==> config.mk <==
export PLATFORM = sky130hd
export DESIGN_NAME = mux16_rr_sched
export DESIGN_NICKNAME = d
export VERILOG_FILES = /design/src/rtl/deflate_sched_pkg.sv /design/src/rtl/rr_prio_enc16.sv /design/src/rtl/mux16_rr_sched.sv
export SDC_FILE = /design/constraint.sdc
export NUM_CORES = 1
export LEC_CHECK = 0
export BUFFER_PORTS_ARGS = -buffer_cell sky130_fd_sc_hd__buf_2
export CAP_MARGIN = 20
export CORE_ASPECT_RATIO = 1.4
export CORE_UTILIZATION = 44
export CTS_CLUSTER_DIAMETER = 30
export DETAILED_ROUTE_END_ITERATION = 10
export GPL_ROUTABILITY_DRIVEN = 0
export GPL_TIMING_DRIVEN = 0
export PLACE_DENSITY = 0.79
export SLEW_MARGIN = 20
export SYNTH_ARGS = -nofsm -noshare
export SYNTH_HDL_FRONTEND = slang
export SYNTH_HIERARCHICAL = 1
export SYNTH_SLANG_ARGS = --single-unit
==> constraint.sdc <==
create_clock -name clk -period 5.25 [get_ports clk]
set_clock_uncertainty 0.1 [all_clocks]
set_input_delay 0.2625 -clock clk [delete_from_list [all_inputs] [get_ports clk]]
set_output_delay 0.2625 -clock clk [all_outputs]
set_load 0.01 [all_outputs]
==> src/rtl/deflate_sched_pkg.sv <==
// Shared constants and arbiter state encoding for the 16-way round-robin scheduler.
package deflate_sched_pkg;

   localparam int unsigned NREQ  = 16;
   localparam int unsigned SEL_W = 5;

   typedef enum logic {
      StArb  = 1'b0,
      StLock = 1'b1
   } sched_state_e;

   function automatic logic [3:0] wrap_inc(input logic [3:0] idx);
      return idx + 4'd1;
   endfunction

endpackage

==> src/rtl/rr_prio_enc16.sv <==
// Rotating find-first: returns the first set req bit at or after ptr, modulo 16.
module rr_prio_enc16 (
   input  logic [15:0] req,
   input  logic [3:0]  ptr,
   output logic [3:0]  gnt_idx,
   output logic        gnt_any
);

   logic [3:0] idx;

   // Walk offsets high to low so the smallest offset from ptr is the last writer.
   always_comb begin
      gnt_idx = ptr;
      gnt_any = 1'b0;
      idx     = '0;
      for (int i = 15; i >= 0; i--) begin
         idx = ptr + 4'(i);
         if (req[idx]) begin
            gnt_idx = idx;
            gnt_any = 1'b1;
         end
      end
   end

endmodule

==> src/rtl/mux16_rr_sched.sv <==
// 16-to-1 round-robin scheduler with a one-deep registered output stage.
// Define RR_LOCK_EN to hold the grant on one requester until its in_last beat.
module mux16_rr_sched
   import deflate_sched_pkg::*;
#(
   parameter int unsigned N    = 8,
   parameter int unsigned NREQ = 16
) (
   input  logic              clk,
   input  logic              rst,
   input  logic [NREQ-1:0]   in_valid,
   input  logic [NREQ*N-1:0] in_data,
   input  logic [NREQ-1:0]   in_last,
   output logic [NREQ-1:0]   in_ready,
   output logic              out_valid,
   input  logic              out_ready,
   output logic [N-1:0]      out_data,
   output logic [SEL_W-1:0]  out_sel,
   output logic              out_last
);

   if (NREQ != deflate_sched_pkg::NREQ) begin : g_bad_nreq
      $error("mux16_rr_sched supports only NREQ=16");
   end

   logic             out_valid_q;
   logic [N-1:0]     out_data_q;
   logic [3:0]       out_idx_q;
   logic [3:0]       ptr_q, ptr_d;
   logic             load, xfer;
   logic [3:0]       enc_idx, gnt;
   logic             enc_any, gnt_any;

   rr_prio_enc16 u_enc (
      .req     (in_valid),
      .ptr     (ptr_q),
      .gnt_idx (enc_idx),
      .gnt_any (enc_any)
   );

   assign load = ~out_valid_q | out_ready;
   assign xfer = gnt_any & load & ~rst;

`ifdef RR_LOCK_EN
   sched_state_e state_q, state_d;
   logic [3:0]   lock_id_q, lock_id_d;
   logic         out_last_q;

   always_comb begin
      gnt       = enc_idx;
      gnt_any   = enc_any;
      state_d   = state_q;
      lock_id_d = lock_id_q;
      ptr_d     = ptr_q;
      if (state_q == StLock) begin
         gnt     = lock_id_q;
         gnt_any = in_valid[lock_id_q];
      end
      if (xfer) begin
         unique case (state_q)
            StArb: begin
               ptr_d = wrap_inc(gnt);
               if (!in_last[gnt]) begin
                  state_d   = StLock;
                  lock_id_d = gnt;
               end
            end
            StLock: begin
               if (in_last[gnt]) begin
                  state_d = StArb;
                  ptr_d   = wrap_inc(lock_id_q);
               end
            end
            default: state_d = StArb;
         endcase
      end
   end

   always_ff @(posedge clk) begin
      if (rst) begin
         state_q    <= StArb;
         lock_id_q  <= '0;
         out_last_q <= 1'b0;
      end else begin
         state_q   <= state_d;
         lock_id_q <= lock_id_d;
         if (xfer) out_last_q <= in_last[gnt];
      end
   end

   assign out_last = out_last_q;
`else
   logic unused_in_last;

   assign unused_in_last = ^in_last;
   assign gnt            = enc_idx;
   assign gnt_any        = enc_any;
   assign ptr_d          = xfer ? wrap_inc(gnt) : ptr_q;
   assign out_last       = 1'b1;
`endif

   always_comb begin
      in_ready = '0;
      if (xfer) in_ready[gnt] = 1'b1;
   end

   always_ff @(posedge clk) begin
      if (rst) begin
         out_valid_q <= 1'b0;
         out_data_q  <= '0;
         out_idx_q   <= '0;
         ptr_q       <= '0;
      end else begin
         // gnt_any under load implies a transfer; payload holds when idle.
         if (load) out_valid_q <= gnt_any;
         if (xfer) begin
            out_data_q <= in_data[int'(gnt)*N +: N];
            out_idx_q  <= gnt;
         end
         ptr_q <= ptr_d;
      end
   end

   assign out_valid = out_valid_q;
   assign out_data  = out_data_q;
   assign out_sel   = {1'b0, out_idx_q};

endmodule

* Word-level counts from Yosys, hierarchy flattened
Cells that the tools add are included. W data, S select, Z words.
Word-level totals: output and inout port bits 31, flip-flop bits (word level) 17, word-level logic and storage cells 112, input port bits 163
Cells by class: bitwise gates (word level) 5, reduce and logical (&&, ||, !) cells 1, magnitude comparators 18, muxes and demuxes 67, shift-type cells 1, add/sub/neg operators 16
Operators with widths (number):
- $shiftx A128 B8 Y8 | 1
- $lt A4 B5 Y1 const B | 17
- $bmux W1 S4 | 16
- $mux W4 | 16
- $mux W1 | 33
- $add A4 B4 Y4 const B | 8
- $add A4 B3 Y4 const B | 4
- $mux W16 | 1
- $add A4 B1 Y4 const B | 2
- $add A4 B2 Y4 const B | 2
- $demux W1 S4 | 1
- $ge A4 B1 Y1 const B | 1
- $and A1 B1 Y1 | 2
- $not A1 Y1 | 2
- $logic_and A1 B1 Y1 | 1
- $or A1 B1 Y1 | 1

* Longest topological paths before layout
word-level depth 24, depth in mapped cells 23, depth with buffers taken out 14

* Cells and area by module
The synthesis kept the hierarchy.
By module, submodules not included:
- rr_prio_enc16 | cells each 244, area an instance 2164.6 um2, seq. area each 0.0 um2, instances 1
- mux16_rr_sched | cells each 184, area an instance 1876.8 um2, seq. area each 340.3 um2, instances 1

* Worst setup path after synthesis
OpenSTA, ideal clock, no wires.
kind reg-to-output, start register ptr_q[1], end output port in_ready[0], arrival time 4709 ps, setup slack 179 ps, path buffers 8, required time 4888 ps, stages on the path, launching flop included 22, cell sequence dfxtp_1 -> buf_2 -> buf_2 -> inv_1 -> ha_1 -> buf_2 -> clkbuf_1 -> mux4_1 -> mux4_2 -> a211oi_1 -> and3_1 -> nand3_1 -> a221oi_1 -> o21ai_1 -> buf_6 -> buf_12 -> buf_4 -> buf_6 -> inv_1 -> ha_1 -> nand2_1 -> nor4_1
On the way: longest elaborated chain between the ends 24, elaborated cells on any way between the ends 87, those cells by class 15 x add/sub; 2 x order compare; 67 x mux; 2 x bitwise; 1 x reduce/logical
Ends and longest elaborated chain:
- start, declared | RTL line mux16_rr_sched.sv:29 | logic [3:0] ptr_q, ptr_d;
- start signal, assigned | RTL line mux16_rr_sched.sv:120 | ptr_q <= ptr_d;
- $add A4 B4 Y4 | RTL line rr_prio_enc16.sv:17 | idx = ptr + 4'(i);
- $bmux W1 S4 | RTL line rr_prio_enc16.sv:18 | if (req[idx]) begin
- $mux W1 (not written as such) | RTL line rr_prio_enc16.sv:18
- $mux W4 (15 in series) | RTL line rr_prio_enc16.sv:18
- $mux W4 (*) | RTL line rr_prio_enc16.sv:18
- named net enc_idx[1] | RTL line mux16_rr_sched.sv:31 | logic [3:0] enc_idx, gnt;
- $lt A4 B5 Y1 (not written as such) or $ge A4 B1 Y1 (tied branches) | RTL line mux16_rr_sched.sv:104 | if (xfer) in_ready[gnt] = 1'b1;
- $logic_and A1 B1 Y1 (not written as such) | RTL line mux16_rr_sched.sv:104
- $mux W1 (not written as such) | RTL line mux16_rr_sched.sv:104
- $demux W1 S4 (*) | RTL line mux16_rr_sched.sv:104
- $mux W16 (*) | RTL line mux16_rr_sched.sv:104
- end, declared | RTL line mux16_rr_sched.sv:14 | output logic [NREQ-1:0] in_ready,
The timed path passes the listed nets; every way through them passes the cells marked *. The select of a mux whose other input is x is not followed.

* Worst setup path after layout
Ends and elaborated chain as after synthesis.

==> results.toml <==
[status]
status = "complete, no violations"

[critical_path]
crit_fanout = 11
cpPeakStageDelay_ns = 0.97
crit_chain = "ha_1, xnor2_1, mux4_2, buf_4, a21oi_1, o21bai_1, a221o_1, o311a_4, buf_12, clkinv_8, ha_2, nand2_4, nor4_4, buf_2"
reg2reg_setup_slack_ns = 0.17
crit_family = "XOR/XNOR gates"
cp_num_buf_inv = 4
arrival_ns = 4.79
crit_path_end_kind = "output port"
required_ns = 4.89
crit_slowest_cell = "xnor2_1"
criticalPathCategory = "reg2out"
start_kind = "register"

[sta]
drv_slew = 0
finalSetupViolCount = 0
hold_viol_final = 0
fin_ws_ns = 0.0957
fin_crit_sh_pct = 98.2
worstMarginPinSlew_ns = 1.22
fin_crit_ns = 5.15
fmax_mhz = 194
relSlewSlack_pct = 18.3
tns_ns = 0

[cts]
cts_max_level = 1
tritoncts = "yes"
clkLatencyLatePin_ns = 0.25
clk_pin_slew_ns = 0.05
cts_buffers = 3
cts.sinks = 17
cts_hold_buffers = 0
clock-root-buffer = "clkbuf_16"
cts_buffer_depth = 2

[layout]
design_area_mm2 = 0.00564
num_antenna_cells = 0
area_delta_synth_final_pct = 39.4
num-nets-final = 805
drive_gt1_share_pct = 51.7

[synthesis]
synth_top_cells_by_area = "mux4_2, mux4_1, mux2i_1, dfxtp_1, nand2_1"
synth_warnings = 6
netlist_area_mm2 = 0.00404
ys_types = 65
yosys.area.top_type = "mux4_2"
ys_seq_elements = 17
synthFlopType = "dfxtp_1"
synth_top_area_share_pct = 18.9
synth_most_common_cell = "nand2_1"
ys_seq_area_share_pct = 8.42
synthTopCellsByCount = "nand2_1, mux2i_1, mux4_2"
syn_area_per_cell_um2 = 9.44
synth_fp_nets = 602
synth_edf_count = 0
syn_inst = 428
ys_async_sr_fraction_pct = 0

[grt]
grt_use_total_pct = 30.8
grt.overflow.total = 0
grt_antenna_before_repair = 0
grt_pass1_wl_mm = 23.1
grt_start_max_net_pins = 20
grt_pass1_vias = 4577

[hold_path]
hold_path_class = "in2reg"

[die]
die_height_um = 115
core_mm2 = 0.00898
die_x_um = 83.0
ios = 194
initial_core_util_pct = 45.0
die_area_mm2 = 0.00958
num_rows = 41

[power_and_ir_drop]
total_power_mw = 5.43
vdd_drop_max_mv = 0.711
powerDensity_mw_per_mm2 = 963
p_leak_nw = 2.53

[route]
dr.pass1.iters = 6
via_per_inst = 6.62
drc = 0
wl_per_cell_um = 21.2
num_vias = 4877
finalWirelength_mm = 15.6
ant_nets = 0
drtIter0Drc = 533

[placed_design]
numPortBuffers = 175
placed_area_mm2 = 0.00505
dpl.hpwl_mm = 12.2
dpl_worst_slack_ns = -1.12

[run]
drv_cap = 0
-- kinds of logic after synthesis --
| group | count (synthesis) | synth area share (%) |
|---|---|---|
| flip-flops | 17 | 8.42 |
| adder cells (fa/ha/maj) | 11 | 3.41 |
| AO/OA/AOI/OAI | 109 | 18.7 |
| AND/OR/NAND/NOR | 121 | 14.1 |
| multiplexers | 104 | 45.1 |
| XOR/XNOR | 12 | 2.97 |
| buffers and inverters | 52 | 7.18 |
| other | 2 | 0.186 |
-- path summary, 6_finish.rpt --
kind                                                start                        end  cells after the start
worst max-delay path                ptr_q[1]$_SDFFE_PP0P_                in_ready[0]                     14
worst min-delay path                            out_ready     out_valid$_SDFFE_PP0P_                      3
worst max register to register      ptr_q[1]$_SDFFE_PP0P_   out_data[4]$_SDFFE_PP0P_                     16
worst min register to register  out_idx_q[2]$_SDFFE_PP0P_  out_idx_q[2]$_SDFFE_PP0P_                      2
-- placed cells by master, fill, tap and decap left out, types with 5 or more instances in the layout --
cell and instances:
buf_2 180, nand2_1 44, mux4_2 35, buf_4 32
mux2i_1 29, nor2_1 28, a21oi_1 24, mux4_1 20
o21ai_0 16, dfxtp_1 15, inv_1 13, mux2_2 11
a31oi_1 8, ha_1 8, nor3_1 8, nor4_1 7
xnor2_1 7, o22ai_1 7, mux2i_2 7, a221o_1 6
clkbuf_1 5, a211oi_1 5, nand3_1 5
-- where the power goes --
part           leakage, nW  internal, mW  switching [mW]
Combinational         2.35          2.46            2.59
Sequential           0.142         0.182          0.0380
Clock               0.0382         0.103          0.0535
Total                 2.53          2.75            2.68
-- routing by layer --
| layer | wire length [um] | share of wire (%) | track usage [%] | vias to the layer above |
|---|---|---|---|---|
| li1 | - | - | - | 2119 |
| met1 | 5200 | 33 | 34.1 | 2274 |
| met2 | 8010 | 51 | 56.4 | 393 |
| met3 | 1320 | 8.5 | 3.66 | 91 |
| met4 | 1070 | 6.8 | 18.7 | 0 |
| met5 | 0 | 0 | 0 | - |
-- state kept, by name (all words and copies together) (netlist names) --
| signal | flops |
|---|---|
| out_data | 8 |
| out_idx_q | 4 |
| out_valid | 1 |
| ptr_q | 4 |
-- stage by stage --
stage / std cells / hold slack (ns) / util [%]
3_5_place_dp: 710 / 0.375 / 56.3
2_1_floorplan: 428 / 0.375 / -
6_report: 737 / 0.321 / 62.8
3_3_place_gp: 710 / 0.367 / 56.3
4_1_cts: 720 / 0.295 / 59.4
5_1_grt: 737 / 0.332 / 62.8
-- layout make-up --
type                    count  area [um2]
plain buffers              28         269
clock buffers               4        78.8
fillers                   688        3340
inverters                  19        91.3
multi-input cells         359        3610
flip-flops and latches     17         345
well taps                 107         134
repair buffers            203        1100
-- repair_timing --
action,4_1_cts,5_1_grt
setup buffers,8,19
cloned,0,1
endpoints found under the setup margin,32,19
resized for setup,46,37
pin swaps,4,9
-- worst register-to-register path, delay by kind of cell, from the launching register on --
kind,cells,cell delay (ns)
AOI/OAI and AO/OA,6,1.23
xor gates and xnor gates,1,0.97
adders and majority gates,1,0.28
buffers and inverters,5,0.71
DFF,1,0.38
muxes,2,1.18
and+or+nand+nor,1,0.11
No activity file was read; power rests on OpenSTA's default activity.
